## src/rtl/gcd.sv

```systemverilog
// Iterative binary GCD (Stein's algorithm), one reduction step per clock.
// Operands are latched on start; done/result are registered and hold until the next accepted start.
module gcd #(
  parameter int unsigned WIDTH = 32
) (
  input  logic             clk,
  input  logic             reset_n,
  input  logic             start,
  input  logic [WIDTH-1:0] a_in,
  input  logic [WIDTH-1:0] b_in,
  output logic             done,
  output logic [WIDTH-1:0] result
);

  typedef enum logic [1:0] {
    IDLE = 2'd0,
    CALC = 2'd1,
    DONE = 2'd2
  } state_e;

  state_e           state_q, state_d;
  logic [WIDTH-1:0] a_q, a_d;
  logic [WIDTH-1:0] b_q, b_d;
  logic [WIDTH-1:0] result_q, result_d;
  logic [5:0]       k_q, k_d;
  logic             done_q, done_d;

  logic a_zero, b_zero, a_even, b_even;

  assign a_zero = (a_q == '0);
  assign b_zero = (b_q == '0);
  assign a_even = ~a_q[0];
  assign b_even = ~b_q[0];

  // NOTE: sequential state uses non-blocking assignments so every register
  // samples pre-edge values, independent of statement order.
  always_ff @(posedge clk or negedge reset_n) begin
    if (!reset_n) begin
      state_q  <= IDLE;
      a_q      <= '0;
      b_q      <= '0;
      k_q      <= '0;
      result_q <= '0;
      done_q   <= 1'b0;
    end else begin
      state_q  <= state_d;
      a_q      <= a_d;
      b_q      <= b_d;
      k_q      <= k_d;
      result_q <= result_d;
      done_q   <= done_d;
    end
  end

  // Next-state logic: start is only honoured outside CALC.
  always_comb begin
    // NOTE: default every combinational output first so no path infers a latch.
    state_d = state_q;
    unique case (state_q)
      IDLE, DONE: if (start) state_d = CALC;
      CALC:       if (a_zero || b_zero) state_d = DONE;
      default:    state_d = IDLE;
    endcase
  end

  // Datapath / output next values; priority order of the Stein step matters.
  always_comb begin
    a_d      = a_q;
    b_d      = b_q;
    k_d      = k_q;
    result_d = result_q;
    done_d   = done_q;
    unique case (state_q)
      IDLE, DONE: begin
        if (start) begin
          a_d    = a_in;
          b_d    = b_in;
          k_d    = '0;
          done_d = 1'b0;
        end
      end
      CALC: begin
        if (a_zero) begin
          result_d = b_q << k_q;
          done_d   = 1'b1;
        end else if (b_zero) begin
          result_d = a_q << k_q;
          done_d   = 1'b1;
        end else if (a_even && b_even) begin
          a_d = a_q >> 1;
          b_d = b_q >> 1;
          k_d = k_q + 6'd1;
        end else if (a_even) begin
          a_d = a_q >> 1;
        end else if (b_even) begin
          b_d = b_q >> 1;
        end else if (a_q >= b_q) begin
          a_d = (a_q - b_q) >> 1;
        end else begin
          b_d = (b_q - a_q) >> 1;
        end
      end
      default: ;
    endcase
  end

  assign done   = done_q;
  assign result = result_q;

endmodule

```

## config.mk

```make
export PLATFORM = sky130hd
export DESIGN_NAME = gcd
export DESIGN_NICKNAME = d
export VERILOG_FILES = /design/src/rtl/gcd.sv
export SDC_FILE = /design/constraint.sdc
export NUM_CORES = 1
export LEC_CHECK = 0
export ABC_AREA = 1
export BUFFER_PORTS_ARGS = -buffer_cell sky130_fd_sc_hd__buf_2
export CORE_ASPECT_RATIO = 1.25
export CORE_UTILIZATION = 60
export CTS_CLUSTER_DIAMETER = 200
export DETAILED_ROUTE_END_ITERATION = 10
export PLACE_DENSITY = 0.77
export SLEW_MARGIN = 20
export SYNTH_ARGS = -nofsm -noshare
export SYNTH_HDL_FRONTEND = slang
export SYNTH_SLANG_ARGS = --single-unit
```

## constraint.sdc

```tcl
create_clock -name clk -period 7.1 [get_ports clk]
set_input_delay 0.71 -clock clk [delete_from_list [all_inputs] [get_ports clk]]
set_output_delay 0.71 -clock clk [all_outputs]
set_load 0.005 [all_outputs]
```

==> key figures <==
Status
  • Status: finished, final reports clean

STA
  • Setup TNS: 0 ps
  • Achievable Freq: roughly 300 MHz
  • Max-slew violations: 0
  • Tightest Pin Transition: 1065 ps
  • RSZ-0062 raised after global routing: no
  • Final setup vio count: 0
  • Hold_ws: about 280 ps
  • Final min period: ~3400 ps
  • Crit share post-route: 0.4721
  • Final Skew: 19.59 ps
  • Rel. slew slack: 0.2903
  • Final hold vios: 0

Global route
  • Total global routing overflow: 0
  • Initial antenna violation count: 1
  • First-pass GRT wire length: 64.03 mm
  • Largest net degree at the start of global routing: roughly 70
  • Vias in the first global route: ~12000
  • Total track usage: 0.4436

Die
  • Num ports: 100
  • Site row count: 55
  • Die area: approximately 19000 sq um
  • Die Wd: around 120 um
  • Chip height: about 150 um
  • Starting Density: 0.6134
  • CORE AREA: approximately 18000 sq um

Clock network
  • Clock Latency Late Sink: ~380 ps
  • H-tree lvl count: 3
  • Clk sinks: between 100 and 150
  • CTS max path bufs: 2
  • Hold_buf cts: 0
  • TritonCTS clock tree: built
  • CTS root buf: clkbuf_16
  • Setup bufs post-CTS: 0
  • CTS Buf Count: 9
  • Post-CTS Resized: 0
  • Clock transition at path regs: about 90 ps

Worst setup path
  • Crit start category: flip-flop
  • Crit end category: flip-flop
  • CP max FO: 62
  • Worst EP arrival: ~3600 ps
  • Crit path kind: reg2reg
  • Worst EP required: between 7000 and 8000 ps

Place
  • Area of placed instances: between 10000 and 15000 sq um
  • Placed Cells: 2042
  • Placed wire-length estimate: between 30 and 40 mm
  • Placer Congestion: 1.113
  • Port Buffers: 99

Synthesis
  • Async SR Flop Fraction: 1.000
  • Synthesized Nets: 1934
  • Count leader, synth: nand2_1
  • Post-synth top cells: nand2_1 (505), nand3_1 (247), nor2_1 (191)
  • Post-Synthesis Cell Area: roughly 11000 sq um
  • EDFF count, synth: 0
  • Distinct cell type count after synthesis: 50
  • Post-synthesis sequential area ratio: 0.2358
  • Yosys warns: 0
  • Post-Syn Instances: 1798
  • Main synth FF type: dfrtp_1
  • Yosys top cell area share: 0.2358
  • Post-Syn Area per Cell: between 6 and 7 sq um
  • Post-synthesis cell type with the largest combined area: dfrtp_1
  • Synth Register Bits: between 100 and 150
  • Area contributors post-synth: dfrtp_1 (24%), nand2_1 (17%), nand3_1 (11%), ha_1 (7.5%), a21oi_1 (6.6%)

Routing
  • Post-route ant nets: 0
  • Initial drt markers: between 1000 and 1500
  • DR WL/cell: about 20 um
  • Vias: 12520
  • DRT Pass-1 Iters: 6
  • Vias/cell: approximately 6
  • DRC viols: 0
  • Routed WL: approximately 41 mm

Layout
  • Layout Nets: a little under 2000
  • Area grow syn2layout: 6.299%
  • Filler cells: ~1700
  • Share of cells above drive strength 1: 0.1082
  • Post-route cell area: ~12000 sq um
  • Non-Filler Instances: slightly above 2000

Run
  • Max Cap Viol: 0

Min path
  • HP Class: in2async
==> cells in the final DEF (no fill, tap or decap), drive strengths merged, types with 17 or more instances in the layout <==
master  instances
ha             67
nand3         250
dfrtp         105
nor2          226
xor2           42
xnor2          17
nand2         519
inv           129
o21ai         135
buf           105
a21oi         150
==> final timing paths <==
| path | end | from | cells past startpoint | slack [ps] |
|---|---|---|---|---|
| setup / recovery | b_q[9] | a_q[0] | 15 | 3750 |
| hold / removal | a_q[6] | reset_n | 1 | 280 |
| setup reg to reg | b_q[9] | a_q[0] | 15 | 3750 |
| hold reg to reg | result[21] | result[21] | 2 | 480 |
| max in group asynchronous | k_q[2] | reset_n | 2 | 5480 |
| min in group clk | result[21] | result[21] | 2 | 480 |
==> flip-flops by register name, summed over array words and instances (netlist names) <==
register / cells
k_q: 6
done: 1
result: 32
state_q: 2
b_q: 32
a_q: 32
==> through the flow <==
| step | setup slack, ps | util |
|---|---|---|
| floorplan | 4677 | - |
| global placement | 3910 | 0.6346 |
| detailed placement | 3837 | 0.6346 |
| CTS | 3813 | 0.6519 |
| global route | 3566 | 0.6519 |
| finish | 3748 | 0.6521 |
==> worst max-delay path, stage by stage, from the launching register on <==
cell,delay (ps)
dfrtp_1,450
inv_1,210
ha_1,330
fa_1,460
o21ai_2,260
inv_2,90
o21bai_4,150
nand2_2,60
nand2_2,120
o21ai_4,90
nand2_4,90
nand2_2,70
nand2_4,590
nor2_1,120
nand2_1,90
nand2_1,40
==> cell type report <==
type                    count  area [sq um]  area share
flip-flops and latches    105          2629      0.2219
well taps                 228         285.3     0.02408
diodes                      1         2.502   0.0002112
clock inverters             7         88.84    0.007499
repair buffers            105         543.0     0.04584
inverters                 126         473.0     0.03992
clock buffers               9         225.2     0.01901
multi-input cells        1478          7600      0.6415
==> cell families after synthesis <==
family / share of synthesized area
buf+inv: 0.08274
fa+ha+maj: 0.07881
simple gates: 0.4007
xor+xnor: 0.04637
flops: 0.2358
compound gates: 0.1556
==> layer usage <==
| metal | share of wire | track usage |
|---|---|---|
| met5 | 0 | 0 |
| met2 | 0.46 | 0.7257 |
| met1 | 0.39 | 0.5191 |
| met3 | 0.079 | 0.09292 |
| met4 | 0.070 | 0.2857 |
Power is left out: the tool's default activity adds up to more than one toggle a clock period on the data nets, which glitch-free logic cannot reach.
